==> config.mk <==
export PLATFORM = sky130hd
export DESIGN_NAME = mem_access_unit
export DESIGN_NICKNAME = d
export VERILOG_FILES = /design/src/rtl/mem_access_unit_pkg.sv /design/src/rtl/mem_access_unit_load_extend.sv /design/src/rtl/mem_access_unit.sv
export SDC_FILE = /design/constraint.sdc
export NUM_CORES = 1
export LEC_CHECK = 0
export BUFFER_PORTS_ARGS = -buffer_cell sky130_fd_sc_hd__buf_2
export CAP_MARGIN = 20
export CORE_AREA = 3 3 107 109
export CTS_CLUSTER_DIAMETER = 120
export DETAILED_ROUTE_END_ITERATION = 8
export DIE_AREA = 0 0 110 112
export PLACE_DENSITY_LB_ADDON = 0.1
export SLEW_MARGIN = 10
export SYNTH_ARGS = -nofsm -noshare
export SYNTH_HDL_FRONTEND = slang
export SYNTH_SLANG_ARGS = --single-unit
==> constraint.sdc <==
create_clock -name CLK -period 2.8 [get_ports CLK]
set_input_delay 0 -clock CLK [delete_from_list [all_inputs] [get_ports CLK]]
set_output_delay 0 -clock CLK [all_outputs]
set_load 0.1 [all_outputs]
==> src/rtl/mem_access_unit_pkg.sv <==
// Shared constants for the CPU memory stage: FSM states, RISC-V funct3
// codes, mcause trap codes and small request-decode helpers.
package mem_access_unit_pkg;

  typedef enum logic [1:0] {
    ST_IDLE,
    ST_ACCESS,
    ST_WAIT,
    ST_RESP
  } mau_state_e;

  localparam logic [2:0] F3_LB  = 3'b000;
  localparam logic [2:0] F3_LH  = 3'b001;
  localparam logic [2:0] F3_LW  = 3'b010;
  localparam logic [2:0] F3_LBU = 3'b100;
  localparam logic [2:0] F3_LHU = 3'b101;
  localparam logic [2:0] F3_SB  = 3'b000;
  localparam logic [2:0] F3_SH  = 3'b001;
  localparam logic [2:0] F3_SW  = 3'b010;

  localparam logic [3:0] CAUSE_NONE            = 4'd0;
  localparam logic [3:0] CAUSE_LOAD_MISALIGNED  = 4'd4;
  localparam logic [3:0] CAUSE_LOAD_ACCESS      = 4'd5;
  localparam logic [3:0] CAUSE_STORE_MISALIGNED = 4'd6;
  localparam logic [3:0] CAUSE_STORE_ACCESS     = 4'd7;

  // Loads accept LB/LH/LW/LBU/LHU; stores accept SB/SH/SW only.
  function automatic logic f3_legal(input logic wr, input logic [2:0] f3);
    logic ok;
    if (wr) begin
      ok = (f3 == F3_SB) || (f3 == F3_SH) || (f3 == F3_SW);
    end else begin
      ok = (f3 == F3_LB) || (f3 == F3_LH) || (f3 == F3_LW) ||
           (f3 == F3_LBU) || (f3 == F3_LHU);
    end
    return ok;
  endfunction

  // Store data is right-justified; bytes above the access size are zeroed.
  function automatic logic [31:0] store_mask(input logic [2:0] f3, input logic [31:0] d);
    logic [31:0] r;
    case (f3[1:0])
      2'b00:   r = {24'h0, d[7:0]};
      2'b01:   r = {16'h0, d[15:0]};
      default: r = d;
    endcase
    return r;
  endfunction

endpackage

==> src/rtl/mem_access_unit_load_extend.sv <==
// Combinational sign/zero extension of right-justified raw load data by funct3.
module load_extend
  import mem_access_unit_pkg::*;
(
  input  logic [2:0]  funct3_i,
  input  logic [31:0] raw_i,
  output logic [31:0] data_o
);

  // Select extension by access width and signedness.
  always_comb begin
    data_o = raw_i;
    case (funct3_i)
      F3_LB:   data_o = {{24{raw_i[7]}}, raw_i[7:0]};
      F3_LBU:  data_o = {24'h0, raw_i[7:0]};
      F3_LH:   data_o = {{16{raw_i[15]}}, raw_i[15:0]};
      F3_LHU:  data_o = {16'h0, raw_i[15:0]};
      default: data_o = raw_i;
    endcase
  end

endmodule

==> src/rtl/mem_access_unit.sv <==
// CPU memory stage in front of load_store: one request at a time, one-cycle
// bus strobe, load data capture/extension, single-cycle trap-aware response.
// Optional alignment checking is enabled by defining MEM_ALIGN_CHECK_EN.
module mem_access_unit
  import mem_access_unit_pkg::*;
#(
  parameter int ADDR_W = 32
) (
  input  logic              CLK,
  input  logic              reset,
  input  logic              req_valid,
  output logic              req_ready,
  input  logic              req_wr,
  input  logic [2:0]        req_funct3,
  input  logic [ADDR_W-1:0] req_addr,
  input  logic [31:0]       req_wdata,
  output logic              rsp_valid,
  output logic [31:0]       rsp_rdata,
  output logic              rsp_fault,
  output logic [3:0]        rsp_cause,
  output logic              ls_en,
  output logic              ls_wr,
  output logic [2:0]        ls_size,
  output logic [31:0]       ls_addr,
  output logic [31:0]       ls_wdata,
  input  logic [31:0]       ls_rdata,
  input  logic              ls_exception
);

  mau_state_e  state_q;
  logic        wr_q;
  logic        exc_q;
  logic        ls_en_q;
  logic        ls_wr_q;
  logic [2:0]  ls_size_q;
  logic [31:0] ls_addr_q;
  logic [31:0] ls_wdata_q;
  logic        rsp_valid_q;
  logic        rsp_fault_q;
  logic [3:0]  rsp_cause_q;
  logic [31:0] rsp_rdata_q;
  logic        misalign;
  logic [31:0] load_ext;

  // Misaligned halfword/word detection, keyed on the funct3 size field.
  always_comb begin
    misalign = 1'b0;
`ifdef MEM_ALIGN_CHECK_EN
    case (req_funct3[1:0])
      2'b01:   misalign = req_addr[0];
      2'b10:   misalign = |req_addr[1:0];
      default: misalign = 1'b0;
    endcase
`endif
  end

  load_extend u_load_extend (
    .funct3_i (ls_size_q),
    .raw_i    (ls_rdata),
    .data_o   (load_ext)
  );

  // Request FSM; every output is registered so reset clears it asynchronously.
  always_ff @(posedge CLK or posedge reset) begin
    if (reset) begin
      state_q     <= ST_IDLE;
      wr_q        <= 1'b0;
      exc_q       <= 1'b0;
      ls_en_q     <= 1'b0;
      ls_wr_q     <= 1'b0;
      ls_size_q   <= '0;
      ls_addr_q   <= '0;
      ls_wdata_q  <= '0;
      rsp_valid_q <= 1'b0;
      rsp_fault_q <= 1'b0;
      rsp_cause_q <= CAUSE_NONE;
      rsp_rdata_q <= '0;
    end else begin
      case (state_q)
        ST_IDLE: begin
          if (req_valid) begin
            wr_q <= req_wr;
            if (misalign) begin
              state_q     <= ST_RESP;
              rsp_valid_q <= 1'b1;
              rsp_fault_q <= 1'b1;
              rsp_cause_q <= req_wr ? CAUSE_STORE_MISALIGNED : CAUSE_LOAD_MISALIGNED;
              rsp_rdata_q <= '0;
            end else if (!f3_legal(req_wr, req_funct3)) begin
              state_q     <= ST_RESP;
              rsp_valid_q <= 1'b1;
              rsp_fault_q <= 1'b1;
              rsp_cause_q <= req_wr ? CAUSE_STORE_ACCESS : CAUSE_LOAD_ACCESS;
              rsp_rdata_q <= '0;
            end else begin
              state_q    <= ST_ACCESS;
              ls_en_q    <= 1'b1;
              ls_wr_q    <= req_wr;
              ls_size_q  <= req_funct3;
              ls_addr_q  <= 32'(req_addr);
              ls_wdata_q <= req_wr ? store_mask(req_funct3, req_wdata) : '0;
            end
          end
        end
        ST_ACCESS: begin
          ls_en_q <= 1'b0;
          ls_wr_q <= 1'b0;
          if (wr_q) begin
            state_q     <= ST_RESP;
            rsp_valid_q <= 1'b1;
            rsp_fault_q <= ls_exception;
            rsp_cause_q <= ls_exception ? CAUSE_STORE_ACCESS : CAUSE_NONE;
            rsp_rdata_q <= '0;
          end else begin
            state_q <= ST_WAIT;
            exc_q   <= ls_exception;
          end
        end
        ST_WAIT: begin
          state_q     <= ST_RESP;
          rsp_valid_q <= 1'b1;
          rsp_fault_q <= exc_q | ls_exception;
          rsp_cause_q <= (exc_q | ls_exception) ? CAUSE_LOAD_ACCESS : CAUSE_NONE;
          rsp_rdata_q <= (exc_q | ls_exception) ? '0 : load_ext;
        end
        ST_RESP: begin
          state_q     <= ST_IDLE;
          exc_q       <= 1'b0;
          rsp_valid_q <= 1'b0;
          rsp_fault_q <= 1'b0;
          rsp_cause_q <= CAUSE_NONE;
          rsp_rdata_q <= '0;
        end
        default: state_q <= ST_IDLE;
      endcase
    end
  end

  assign req_ready = (state_q == ST_IDLE);
  assign rsp_valid = rsp_valid_q;
  assign rsp_rdata = rsp_rdata_q;
  assign rsp_fault = rsp_fault_q;
  assign rsp_cause = rsp_cause_q;
  assign ls_en     = ls_en_q;
  assign ls_wr     = ls_wr_q;
  assign ls_size   = ls_size_q;
  assign ls_addr   = ls_addr_q;
  assign ls_wdata  = ls_wdata_q;

endmodule

==> results of run 1 <==
cells by family after synthesis:
| group | share of synthesized area, % |
|---|---|
| multiplexers | 9.61 |
| buffers and inverters | 3.78 |
| other | 0.0844 |
| AO/OA/AOI/OAI | 17.8 |
| adder cells (fa/ha/maj) | 1.13 |
| AND/OR/NAND/NOR | 6.79 |
| flip-flops | 60.9 |
synth_stat cells, drive strengths merged:
cell type    n
dfrtp      108
nand2       56
mux2        37
o21ai       34
a22o        24
a21oi       23
buf         19
o31ai       16
clkbuf      10
a211oi       8
a21o         8
inv          6
nor2         6
ha           4
nor2b        2
nor3b        2
o21a         2
a311o        1
and2         1
and3         1
conb         1
mux2i        1
nand3        1
nand4b       1
o211ai       1
o21bai       1
o2bb2ai      1
or4b         1
stage by stage:
step	cell area (um^2)	hold WS, ns
2_1_floorplan	4440	0.133
3_3_place_gp	5640	-0.114
3_5_place_dp	5640	-0.112
4_1_cts	6800	0.0111
5_1_grt	6800	0.0477
6_report	6800	0.0262
state kept, by name, indices dropped and copies added, names as in the netlist:
name and cells:
ls_addr 32, ls_wr 1, ls_wdata 32, rsp_valid 1, state_q 2, ls_size 3
rsp_cause 2, rsp_rdata 32, exc_q 1, wr_q 1, ls_en 1
cell type report:
class / instances / area [um^2]
clock inverter: 7 / 96.3
tap: 140 / 175
fill: 882 / 3900
inverter: 6 / 26.3
clock buffer: 9 / 124
sequential: 108 / 2700
multi-input combinational: 233 / 1580
timing repair buffer: 312 / 2090
worst min path at each step:
stage | from | endpoint | cells past startpoint
finish | ls_rdata[11] | rsp_rdata[11] | 4
global route | reset | ls_addr[15] | 3
CTS | reset | ls_addr[15] | 3
detailed placement | reset | ls_addr[15] | 2
global placement | reset | ls_addr[15] | 2
floorplan | req_wdata[16] | ls_wdata[16] | 1
critical path: cells and delay by family (launching register included):
family / cells / cell delay, ns
flops: 1 / 0.43
fa+ha+maj: 1 / 0.40
buf+inv: 2 / 0.39
compound gates: 1 / 0.39
mux: 1 / 0.30
simple gates: 1 / 0.17
metal layers:
layer	routed length (um)	up-vias	global-route usage, %
li1	-	1906	-
met3	822	24	4.23
met2	6200	139	34.0
met1	5270	1901	25.8
met5	0	-	0
met4	277	0	7.98
==> results.cfg, run 1 <==
[outcome]
status = complete, no violations

[placed_design]
dpl.hpwl_um = 8220
port_buffers = 210
routabilityCongestion = 0.763
placed_cells = 705
pre_cts_ws_ns = 0.581

[clocking]
tritoncts = yes
cts_setup_buffers = 0
cts_root_buffer = clkbuf_8
ctsHtreeMaxLevel = 3
clk_latency_ns = 0.37
cts_made_buffers = 9
clockBufferDepth = 2
cts.repair.resized = 0
ctsHoldBuffers = 94
clkSinkCount = 108
path_clk_slew_ns = 0.11

[timing]
min_period_ns = 2.23
tns_ns = 0
worst_slew_pin_slew_ns = 0.778
grt_setup_unrepaired = no
finalHoldViolations = 0
setup_viol = 0
fmax_mhz = 449
drv_slew = 0
fin_crit_sh_pct = 79.5
finClkSkew_ns = 0.00962
setup_slack_ns = 0.575
relSlewSlack_pct = 48.0

[global_routing]
grt_pass1_wl_um = 19800
grt_pass1_vias = 4033
antenna_found_initial = 0
overflow = 0
grt_max_degree = 71
grt_usage_pct = 20.4

[critical_path]
critPathCapture = ls_addr[4]
cp_slowest_cell = dfrtp_1
arrival_ns = 2.49
crit_fanout = 43
rr_startpoint = state_q[1]
slowest_delay_ns = 0.43
cp-end-kind = flip-flop
critPathKind = flip-flop to flip-flop
timing.rr.end = ls_addr[4]
crit_chain = inv_1, ha_1, nand2_1, o21bai_4, buf_12, mux2_2
rrSetupSlack_ns = 0.57
reg2reg_depth = 6
critPathLaunchType = flip-flop
cp.required_ns = 3.07
startpoint = state_q[1]

[die]
rows = 38
core_um2 = 10700
die_h_um = 112
dieArea_um2 = 12300
start_util_pct = 41.5
dieWidth_um = 110
io_pins = 212

[logic_synthesis]
synth_seq_cells = 108
synth_cells = 376
ys_seq_area_share_pct = 60.9
synth_area_leaders = dfrtp_1, mux2_2, nand2_1, a22o_1, o21ai_0
yosys.area.top_type_share_pct = 60.9
syn_nets = 484
yosys.cell_types.count = 34
synth_top_area_cell = dfrtp_1
yosys_warnings = 0
synth_area_um2 = 4440
avgSynthCellArea_um2 = 11.8

[route]
ant_nets = 0
vias_per_cell = 4.87
wl_um = 12600
drcViolationCount = 0
wire_per_inst_um = 15.4
num_vias = 3970
drtIter0Drc = 237
dr.pass1.iters = 4

[finish]
utilization_pct = 63.5
drive_gt1_share_pct = 40.9
final_common_cell = buf_2
final_cell_mix = buf_2, dfrtp_1, dlygate4sd3_1
insertedDiodeCount = 0
layoutNonFillerInstCount = 815
nets = 778
area_delta_synth_final_pct = 53.1

[min_path]
min_path_type = input port to flip-flop

[flow_run]
drv_cap = 0
Power of run 1 is left out: the tool's default activity adds up to more than one toggle a clock period on the data nets, which glitch-free logic cannot reach.
==> inputs of run 2 (changes only) <==
- ABC_AREA: unset -> 1
- CORE_AREA: 3 3 107 109 -> 3 3 111 113
- DIE_AREA: 0 0 110 112 -> 0 0 114 116
- clock period: 2.8 -> 1.95 ns (I/O delays scaled with it)
==> run 2 against run 1 <==
  * Final cell count is 23% higher
  * Critical path type unchanged
  * Die area up 7.3%
  * Clock skew is 0.0022 ns lower
==> results.cfg, run 2 <==
[logic_synthesis]
yosys.cell_types.count = 28
ys_async_sr_fraction_pct = 100
synth_top_area_cell = dfrtp_1
synth_cells = 574
synthTopCellsByCount = nand2_1, dfrtp_1, nand3_1, o21ai_0, nor2_1
avgSynthCellArea_um2 = 8.43
yosys.area.top_type_share_pct = 55.8
synth-xor-area-share_pct = 0
synth_compound_area_share_pct = 6.62
synthAdderAreaFrac_pct = 1.03
synth_seq_cells = 108
synth_edf_count = 0
ys_seq_area_share_pct = 55.8
yosys.area_share.simple_pct = 30.9
yosys_warnings = 0
synth_area_leaders = dfrtp_1, nand2_1, nand3_1, o21ai_0, or2_2
synthMuxAreaShare_pct = 0
syn_nets = 682
synth_area_um2 = 4840
yosysMostFrequentCell = nand2_1
synth_top_family_by_area = simple AND/OR/NAND/NOR gates
yosys_most_used_dff = dfrtp_1

[global_routing]
grt_pass1_wl_um = 22400
grt_max_degree = 44
overflow = 0
antenna_found_initial = 0
grt_usage_pct = 21.1
grt_pass1_vias = 4641

[finish]
final_cell_mix = nand2_1, buf_2, dfrtp_1
fill_cells = 982
insertedDiodeCount = 0
area_delta_synth_final_pct = 46.5
final_common_cell = nand2_1
final_area_um2 = 7090
drive_gt1_share_pct = 33.1
nets = 961

[route]
dr.pass1.iters = 4
drcViolationCount = 0
vias_per_cell = 4.70
wire_per_inst_um = 13.8
ant_nets = 0
num_vias = 4706
drtIter0Drc = 279
wl_um = 13800

[critical_path]
crit_chain = inv_1, ha_4, nand2_2, inv_2, nand2_2, buf_4, nand2_1, o21ai_0
cp.required_ns = 2.16
cp_slowest_cell = dfrtp_1
path_common_cell = nand2_2
critPathKind = flip-flop to flip-flop
arrival_ns = 2.01
slowest_delay_ns = 0.42
critPathLaunchType = flip-flop
cp-end-kind = flip-flop
crit_fanout = 43

[clocking]
cts_setup_buffers = 0
clk_latency_ns = 0.34
clockBufferDepth = 2
ctsHtreeMaxLevel = 3
cts_root_buffer = clkbuf_16
cts_made_buffers = 9
path_clk_slew_ns = 0.07
tritoncts = yes
clkSinkCount = 108

[flow_run]
drv_cap = 0

[timing]
fin_crit_sh_pct = 92.3
fmax_mhz = 556
grt_setup_unrepaired = yes
finalHoldViolations = 0
tns_ns = 0
min_period_ns = 1.80
relSlewSlack_pct = 48.2
drv_slew = 0
finClkSkew_ns = 0.00739
setup_viol = 0
worst_slew_pin_slew_ns = 0.775

[placed_design]
dpl_cell_area_um2 = 6000
dpl.hpwl_um = 9200
port_buffers = 210
routabilityCongestion = 0.809

[die]
dieWidth_um = 114
die_h_um = 116
io_pins = 212
dieArea_um2 = 13200
rows = 39
core_um2 = 11400
start_util_pct = 42.4

[outcome]
status = complete, no violations

[min_path]
min_path_type = input port to flip-flop
[run 2: metrics by stage]
step / cells / worst slack (ns) / hold WS (ns) / util (%)
2_1_floorplan: 574 / 0.0167 / 0.145 / -
3_3_place_gp: 905 / 0.270 / 0.170 / 52.5
3_5_place_dp: 905 / 0.164 / 0.182 / 52.5
4_1_cts: 1001 / 0.139 / 0.00189 / 62.0
5_1_grt: 1001 / -0.0176 / 0.0178 / 62.1
6_report: 1001 / 0.150 / 0.0163 / 62.1
[run 2: final timing paths]
| kind | start | to | slack, ns | depth (start not counted) |
|---|---|---|---|---|
| setup reg to reg | state_q[0] | ls_wdata[25] | 0.15 | 8 |
| hold reg to reg | wr_q | exc_q | 0.46 | 1 |
| min in group asynchronous | reset | rsp_cause[1] | 0.34 | 3 |
| hold / removal | ls_rdata[15] | rsp_rdata[15] | 0.02 | 5 |
| max in group asynchronous | reset | ls_addr[31] | 0.90 | 4 |
| setup / recovery | state_q[0] | ls_wdata[25] | 0.15 | 8 |
[run 2: final cells by class]
cell class / count / area [um^2] / share of cell area [%]
clock buffer: 13 / 260 / 3.67
clock inverter: 3 / 21.3 / 0.300
inverter: 18 / 72.6 / 1.02
multi-input combinational: 416 / 1890 / 26.6
sequential: 108 / 2700 / 38.1
tap: 143 / 179 / 2.52
timing repair buffer: 300 / 1960 / 27.7
[run 2: repair_timing]
action / in CTS / in global routing
setup endpoints to repair: 0 / 8
hold buffers: 80 / 0
resized for setup: 0 / 1
hold endpoints to repair: 108 / 0
[run 2: metal layers]
metal	vias up	track usage, %	share of wire (%)
met5	-	0	0
met3	43	4.75	6.4
met4	0	10.9	3.5
met1	2141	27.1	42
li1	2346	-	-
met2	176	33.6	48
[run 2: worst max-delay path: cells and delay by family (launching register included)]
| kind | cells | cell delay (ns) |
|---|---|---|
| flops | 1 | 0.42 |
| buf+inv | 3 | 0.66 |
| simple gates | 3 | 0.27 |
| fa+ha+maj | 1 | 0.21 |
| compound gates | 1 | 0.09 |
[run 2: cell families (layout without fill, tap and decap cells)]
family          count (synthesis)  in the layout
simple gates                  358            358
flops                         108            108
compound gates                 53             53
buf+inv                        50            334
fa+ha+maj                       4              4
other cells                     1              1
Power of run 2 is left out for the same reason.
